**src/rtl/score_ctrl.sv**
```systemverilog
// score_ctrl: Pong match sequencer driving score-digit pulses, serve timing and win detection.
// Optional AUTO_RESTART_EN: GAMEOVER returns to IDLE after RESTART_FRAMES frames.
module score_ctrl #(
   parameter int WIN_SCORE      = 9,
   parameter int SERVE_FRAMES   = 60,
   parameter int RESTART_FRAMES = 180
) (
   input  logic clk,
   input  logic rst,
   input  logic frame,
   input  logic start,
   input  logic miss_l,
   input  logic miss_r,
   output logic inc_l,
   output logic inc_r,
   output logic score_clr,
   output logic serve,
   output logic serve_dir,
   output logic ball_en,
   output logic game_over,
   output logic winner
);
   localparam int CMAX = (RESTART_FRAMES > SERVE_FRAMES) ? RESTART_FRAMES : SERVE_FRAMES;
   localparam int CW   = (CMAX < 2) ? 1 : $clog2(CMAX + 1);
   typedef enum logic [1:0] {IDLE, SERVE, PLAY, GAMEOVER} state_t;
   state_t state;
   logic [3:0] sc_l, sc_r;
   logic [CW-1:0] cnt;
   logic start_q, miss_l_q, miss_r_q;
   logic start_rise, miss_l_rise, miss_r_rise;
   assign start_rise  = start & ~start_q;
   assign miss_l_rise = miss_l & ~miss_l_q;
   assign miss_r_rise = miss_r & ~miss_r_q;
   always_ff @(posedge clk or negedge rst) begin
      if (!rst) begin
         state     <= IDLE;
         sc_l      <= '0;
         sc_r      <= '0;
         cnt       <= '0;
         start_q   <= 1'b1;
         miss_l_q  <= 1'b1;
         miss_r_q  <= 1'b1;
         inc_l     <= 1'b0;
         inc_r     <= 1'b0;
         score_clr <= 1'b0;
         serve     <= 1'b0;
         serve_dir <= 1'b0;
         ball_en   <= 1'b0;
         game_over <= 1'b0;
         winner    <= 1'b0;
      end else begin
         start_q   <= start;
         miss_l_q  <= miss_l;
         miss_r_q  <= miss_r;
         inc_l     <= 1'b0;
         inc_r     <= 1'b0;
         score_clr <= 1'b0;
         serve     <= 1'b0;
         case (state)
            IDLE, GAMEOVER: begin
               if (start_rise) begin
                  score_clr <= 1'b1;
                  sc_l      <= '0;
                  sc_r      <= '0;
                  serve_dir <= 1'b0;
                  game_over <= 1'b0;
                  winner    <= 1'b0;
                  cnt       <= CW'(SERVE_FRAMES);
                  state     <= SERVE;
               end
`ifdef AUTO_RESTART_EN
               else if (state == GAMEOVER) begin
                  if (cnt == '0) begin
                     game_over <= 1'b0;
                     winner    <= 1'b0;
                     state     <= IDLE;
                  end else if (frame)
                     cnt <= cnt - CW'(1);
               end
`endif
            end
            SERVE: begin
               if (cnt == '0) begin
                  serve   <= 1'b1;
                  ball_en <= 1'b1;
                  state   <= PLAY;
               end else if (frame)
                  cnt <= cnt - CW'(1);
            end
            PLAY: begin
               // miss_l takes priority so only one increment pulse can issue per clk
               if (miss_l_rise || miss_r_rise) begin
                  ball_en <= 1'b0;
                  if (miss_l_rise) begin
                     inc_r     <= 1'b1;
                     serve_dir <= 1'b0;
                     sc_r      <= (sc_r < 4'(WIN_SCORE)) ? sc_r + 4'd1 : sc_r;
                  end else begin
                     inc_l     <= 1'b1;
                     serve_dir <= 1'b1;
                     sc_l      <= (sc_l < 4'(WIN_SCORE)) ? sc_l + 4'd1 : sc_l;
                  end
                  if (miss_l_rise ? (sc_r >= 4'(WIN_SCORE - 1)) : (sc_l >= 4'(WIN_SCORE - 1))) begin
                     game_over <= 1'b1;
                     winner    <= miss_l_rise;
                     cnt       <= CW'(RESTART_FRAMES);
                     state     <= GAMEOVER;
                  end else begin
                     cnt   <= CW'(SERVE_FRAMES);
                     state <= SERVE;
                  end
               end
            end
            default: state <= IDLE;
         endcase
      end
   end
endmodule

```
**config.mk**
```make
export PLATFORM = sky130hd
export DESIGN_NAME = score_ctrl
export DESIGN_NICKNAME = d
export VERILOG_FILES = /design/src/rtl/score_ctrl.sv
export SDC_FILE = /design/constraint.sdc
export NUM_CORES = 1
export LEC_CHECK = 0
export CAP_MARGIN = 20
export CORE_MARGIN = 1.5
export CORE_UTILIZATION = 56
export CTS_CLUSTER_SIZE = 12
export DETAILED_ROUTE_END_ITERATION = 7
export PLACE_DENSITY = 0.78
export SLEW_MARGIN = 5
export SYNTH_ARGS = -nofsm -noshare
export SYNTH_HDL_FRONTEND = slang
export SYNTH_SLANG_ARGS = --single-unit
```
**constraint.sdc**
```tcl
create_clock -name clk -period 2.45 [get_ports clk]
set_input_delay 0.49 -clock clk [delete_from_list [all_inputs] [get_ports clk]]
set_output_delay 0.49 -clock clk [all_outputs]
set_load 0.02 [all_outputs]
```
* Yosys cells after proc, flatten, opt, wreduce, memory -nomap -nowiden
Cells that the tools add are included.
** Operators by class
- Add/subtract/negate cells :: 3
- Magnitude comparators :: 4
- Eq/ne operators :: 13
- Muxes and demuxes :: 43
- Bitwise logic cells :: 6
- Reductions and logical operators :: 13
** Operators by type and width (number)
- two-way mux 8 bit :: 5
- two-way mux 4 bit :: 7
- one-hot mux 8 bit (3 select lines) :: 1
- inequality test 2 bit, second input constant :: 10
- two-way mux 1 bit :: 19
- one-hot mux 4 bit (2 select lines) :: 2
- AND reduction 5 bit :: 2
- AND reduction 3 bit :: 3
- adder 4 x 1 -> 4 bit, second input constant :: 2
- >= comparator 4 bit, second input constant :: 2
- logical NOT 8 bit :: 1
- < comparator 4 bit, second input constant :: 2
- two-way mux 2 bit :: 4
- one-hot mux 1 bit (2 select lines) :: 4
- AND reduction 4 bit :: 2
- subtractor 8 x 1 -> 8 bit, second input constant :: 1
- one-hot mux 2 bit (3 select lines) :: 1
- == test 2 bit, second input constant :: 2
- nonzero test 2 bit :: 2
- bitwise AND 1 bit :: 3
- NOT 1 bit :: 3
- == test 2 x 1 -> 1 bit, second input constant :: 1
- logical NOT 2 bit :: 1
- OR reduction 2 bit :: 1
- logical OR 1 bit :: 1
** Word-level totals
- Bits in registers :: 29
- Input bits :: 6
- Output and inout port bits :: 8
- Word-level logic and storage cells :: 97

* Logic depth before layout (Yosys ltp)
- Depth in word-level cells :: 6
- Depth in mapped cells :: 8
- Mapped depth without buffers :: 7

* Least setup slack after synthesis
OpenSTA, ideal clock, no wires.
- Kind :: reg-to-reg
- Start :: register state[0]
- End :: register cnt[3]
- Setup time :: 126 ps
- Data arrival time :: 1802 ps
- Data required time :: 2324 ps
- Slack :: 522 ps
- Cell stages (with the launch flop) :: 8
- Path buffers :: 1
- Clock period less this slack :: 1928 ps
- Cell sequence :: dfrtp_1 inv_1 ha_1 and2_1 clkbuf_1 a211oi_1 o21ai_0 a221o_1
** Between the ends
- Longest elaborated chain between the ends :: 4
- Elaborated cells on any way between the ends :: 11
- Classes of those cells :: eq/ne: 7; mux: 1; reduce/logical: 3
** RTL lines
- from (decl) :: RTL line 26 : state_t state;
- from (signal assigned) :: RTL line 36 : state <= IDLE;
- from (signal assigned) :: RTL line 69 : state <= SERVE;
- from (signal assigned) :: RTL line 86 : state <= PLAY;
- == test 2 bit or logical NOT 2 bit (tied branches) :: RTL line 59 : case (state)
- OR reduction 2 bit :: RTL line 59
- inequality test 2 bit (no source line)
- AND reduction 4 bit (no source line)
- to (signal assigned) :: RTL line 68 : cnt <= CW'(SERVE_FRAMES);
- to (signal assigned) :: RTL line 88 : cnt <= cnt - CW'(1);
- to (signal assigned) :: RTL line 106 : cnt <= CW'(RESTART_FRAMES);
- to (decl) :: RTL line 28 : logic [CW-1:0] cnt;
Parallel ways exist; a longest one is shown, timed or not.
A chain may end at the register's enable or synchronous reset.

* Final worst setup path
- Start :: register cnt[0]
- End :: register cnt[2]
** Between the ends
- Longest elaborated chain between the ends :: 4
- Elaborated cells on any way between the ends :: 7
- Classes of those cells :: add/sub: 1; eq/ne: 1; mux: 3; reduce/logical: 2
** RTL lines
- subtractor 8 x 1 -> 8 bit :: RTL line 88
- two-way mux 8 bit :: RTL line 87 : end else if (frame)
- two-way mux 8 bit :: RTL line 83 : if (cnt == '0) begin
- one-hot mux 8 bit (3 select lines) :: RTL line 59
Parallel ways exist; a longest one is shown, timed or not. The select of a mux whose other input is x is not followed.

==> impl_summary.md <==
Outcome
The flow ran to the end, and the final reports show no timing, DRC or antenna violations.

Yosys
A synthesized cell averages about 9.3 sq um. The synthesized netlist net count is 183. Synthesis handed over a netlist of roughly 170 instances. In the synthesized netlist the async set-or-reset flop fraction comes to 1.000.

The synthesized netlist occupies a cell area of around 1600 sq um. Counting flops and latches in the post-synthesis netlist gives 29. The top-area cell type share of the netlist area is 0.4170. The number of warnings reported in the yosys synthesis log is 0. The distinct cell type count of the synthesized netlist is 41. Among all flip-flop cells after synthesis, the most frequent one is dfrtp_1. Ranked by total cell area, the synthesized netlist is headed by dfrtp_1 (42%), ha_1 (8.0%), o21ai_0 (5.5%). The share of the Yosys chip area taken by registers is 0.4675. The largest total area in the synthesized netlist belongs to dfrtp_1.

The number of flops mapped to enable cells by yosys is 0.

GRT
The all-layer global routing usage is 0.2377. The total grt overflow is 0. The largest net degree at the start of global routing is 30. The met3 layer usage reported by global route is 0.08140.

The global-route met1 utilization is 0.2999. The number of global-route vias before repair came to roughly 1300. The initial antenna violation count is 0. For this run, global-route usage on met2 was measured as 0.3861. The global-route wire length before repair is between 5 and 6 mm. In this run the most used layer during global routing was met2.

CTS
The clock latency of the later-clocked register in the worst-skew pair is roughly 0.33 ns. The H-tree generated during clock tree synthesis spans 2 levels. The buffer depth of the longest clock path is 2. Once the clock tree was built, the resizer swapped 0 gates to a different size. Counting the buffers created by CTS gives 5.

In this run the clock root is driven by a clkbuf_4. The TritonCTS clock tree is done. The number of sinks driven by the clock tree is 29.

The hold-fix buffer count after cts is 0. The buffers inserted during post-CTS setup optimization is 0. The clock-pin slew on the worst setup and hold paths is 0.09 ns.

Cells and area
The area growth from synthesis to layout is 14.68%. The most common library cell in the layout ignoring fill and taps is dfrtp_1. The library cells used most frequently in the layout, excluding fill and tap cells, are dfrtp_1 (26), nand2_1 (20), o21ai_0 (17). The fraction of final layout cells with drive strength greater than 1 is 0.1129. The antenna diode count is 0. For this run, the post-layout net count is roughly 200. Counting the fill cells in the layout gives approximately 190. The area of all placed cells without fillers is 1789 sq um.

Critical path
Of all nets on the critical path, the largest fanout is 7. The nature of the critical path endpoint is a flop. Walking the worst path, the cells encountered are inv_1 > ha_1 > or4b_1 > o21ai_4 > a211oi_1 > o21ai_0 > o311ai_0. The element type at the critical path start is a flop. By startpoint and endpoint, the worst setup path is classified as flop to flop. The number of buffers and inverters on the critical path is 1. The delay contributed by the slowest stage of the critical path is about 0.62 ns. For the worst setup path, the data required time is around 2.6 ns. For this design, the slowest cell found on the critical path is or4b_1. For the worst setup path, the data arrival time is around 2.5 ns. The cell family contributing the most delay on the critical path is compound AO/OA/AOI/OAI gates.

Route
The starting DRC count in detailed routing is 55. The post-route antenna net violation count is 0. Wires add up to between 3 and 4 mm.

The count of TritonRoute iterations in the first routing pass is 4. The number of vias after detailed routing is about 1300. In the routed layout, each cell is associated on average with a via count of about 6.2. The DRC violation count after routing is 0. The average wire length per cell after detail routing is 15.27 um.

Place
The total half-perimeter wirelength after legalization and detailed placement is about 2.4 mm. During placement, the flow inserted port buffers numbering 13. The placer congestion estimate is between 0.8 and 0.9. Once placement finished, the instance area stood at about 1700 sq um.

Power and ir drop
Of the total power, combinational logic draws 0.479. Across the VDD grid, the largest voltage drop is 0.7341 mV. The overall power after layout is 1.949 mW. The analysis attributes to cell leakage a power of ~0.8 nW. The share of total power in the clock network is 0.172. The switching part of the total is 0.4449. For this design the ratio of total power to cell area is around 1100 nW/um^2. The internal power of the cells totals 1.082 mW. In this run the power spent charging and discharging nets is roughly 0.87 mW. The power share of the sequential group is 0.349.

Floorplanning
The number of rows created at floorplan is 18. The floorplan step set the die width to between 50 and 60 um. The total core area is around 2600 sq um.

The die height is 55.79 um. The die covers just over 3000 sq um. In this run the count of I/O pins placed on the die edge is 14. The initial cell density of the core is 0.6077.

STA
The hold violation total from the final report came to 0. Setup repair after global routing left no endpoint under its margin. The smallest clock period supported by the final layout is computed as between 2 and 2.5 ns. The maximum achievable frequency is between 400 and 500 MHz. The accumulated negative setup slack is 0 ns. For the pin with the worst max-slew slack, the measured transition is 0.5045 ns. The final setup violation count is 0. The max-slew violation count is 0. The final critical-path share of the clock period is 0.9347.

For the final database, setup skew stands at around 0.0056 ns. The worst max-slew margin expressed relative to the limit is 0.6616.

Min path
The tightest min-delay check is of the flop to flop type.

Run
The max capacitance violation total is 0.
-- per-layer routing --
layer	vias to the layer above	share of wire
met5	-	0
met4	0	0.0082
met3	4	0.088
met2	57	0.49
met1	647	0.42
li1	624	-
-- worst paths after layout --
path / start / cells after the start / slack (ns) / end
min in group asynchronous: rst / 2 / 0.53 / score_clr
worst max-delay path: cnt[0] / 7 / 0.16 / cnt[2]
worst max register to register: cnt[0] / 7 / 0.16 / cnt[2]
worst min-delay path: serve_dir / 2 / 0.50 / serve_dir
max in group asynchronous: rst / 2 / 1.62 / miss_l_q
worst min register to register: serve_dir / 2 / 0.50 / serve_dir
-- power by group through the flow --
stage | Clock [mW] | Sequential (mW) | Combinational (mW)
3_3_place_gp | 0 | 0.679 | 0.879
2_1_floorplan | 0 | 0.688 | 0.657
6_report | 0.335 | 0.681 | 0.934
4_1_cts | 0.341 | 0.678 | 0.917
3_5_place_dp | 0 | 0.685 | 0.911
5_1_grt | 0.362 | 0.696 | 1.04
-- synth_stat cells (2+ instances only) --
| cell | count |
|---|---|
| clkbuf_1 | 2 |
| nand3_1 | 8 |
| o311ai_0 | 2 |
| nand2_1 | 20 |
| nand2b_1 | 4 |
| or3_1 | 3 |
| inv_1 | 14 |
| a21oi_1 | 7 |
| dfrtp_1 | 26 |
| nor2_1 | 14 |
| o21ai_0 | 17 |
| nor3_1 | 5 |
| o211ai_1 | 2 |
| nand4_1 | 2 |
| a2bb2oi_1 | 2 |
| o31ai_1 | 3 |
| dfstp_2 | 3 |
| ha_1 | 10 |
-- stage by stage --
step,setup slack (ns),util,cells,hold WS (ns)
2_1_floorplan,0.5223,-,167,0.1944
5_1_grt,0.05204,0.6969,216,0.5428
4_1_cts,0.1943,0.6969,216,0.4996
3_3_place_gp,0.1844,0.6696,208,0.4674
3_5_place_dp,0.01368,0.6696,208,0.4798
6_report,0.1600,0.6969,216,0.4957
-- final cells by class --
| class | count | area, sq um | share of cell area |
|---|---|---|---|
| multi-input cells | 120 | 754.5 | 0.4217 |
| flip-flops and latches | 29 | 729.5 | 0.4077 |
| repair buffers | 15 | 145.1 | 0.08112 |
| clock buffers | 7 | 65.06 | 0.03636 |
| inverters | 14 | 52.55 | 0.02937 |
| well taps | 30 | 37.54 | 0.02098 |
| clock inverters | 1 | 5.005 | 0.002797 |
-- tightest hold or removal path, delay by kind of cell, from the launching register on --
family             cells  cell delay, ns
and+or+nand+nor        1            0.05
AOI/OAI and AO/OA      1            0.06
DFF                    1            0.35
-- registers in the layout, indices dropped and copies added, names as in the netlist --
register	count
miss_r_q	1
sc_r	4
cnt	8
miss_l_q	1
game_over	1
state	2
winner	1
serve_dir	1
sc_l	4
start_q	1
score_clr	1
inc_l	1
serve	1
ball_en	1
inc_r	1
-- cells by family (layout without fill, tap and decap cells) --
kind of cell | Yosys count | count (layout) | share of synthesized area
and+or+nand+nor | 65 | 65 | 0.2053
AOI/OAI and AO/OA | 44 | 44 | 0.1925
DFF | 29 | 29 | 0.4675
buffers and inverters | 18 | 37 | 0.04892
adders and majority gates | 10 | 10 | 0.08019
xor gates and xnor gates | 1 | 1 | 0.005614
(Power assumes the default switching activity.)
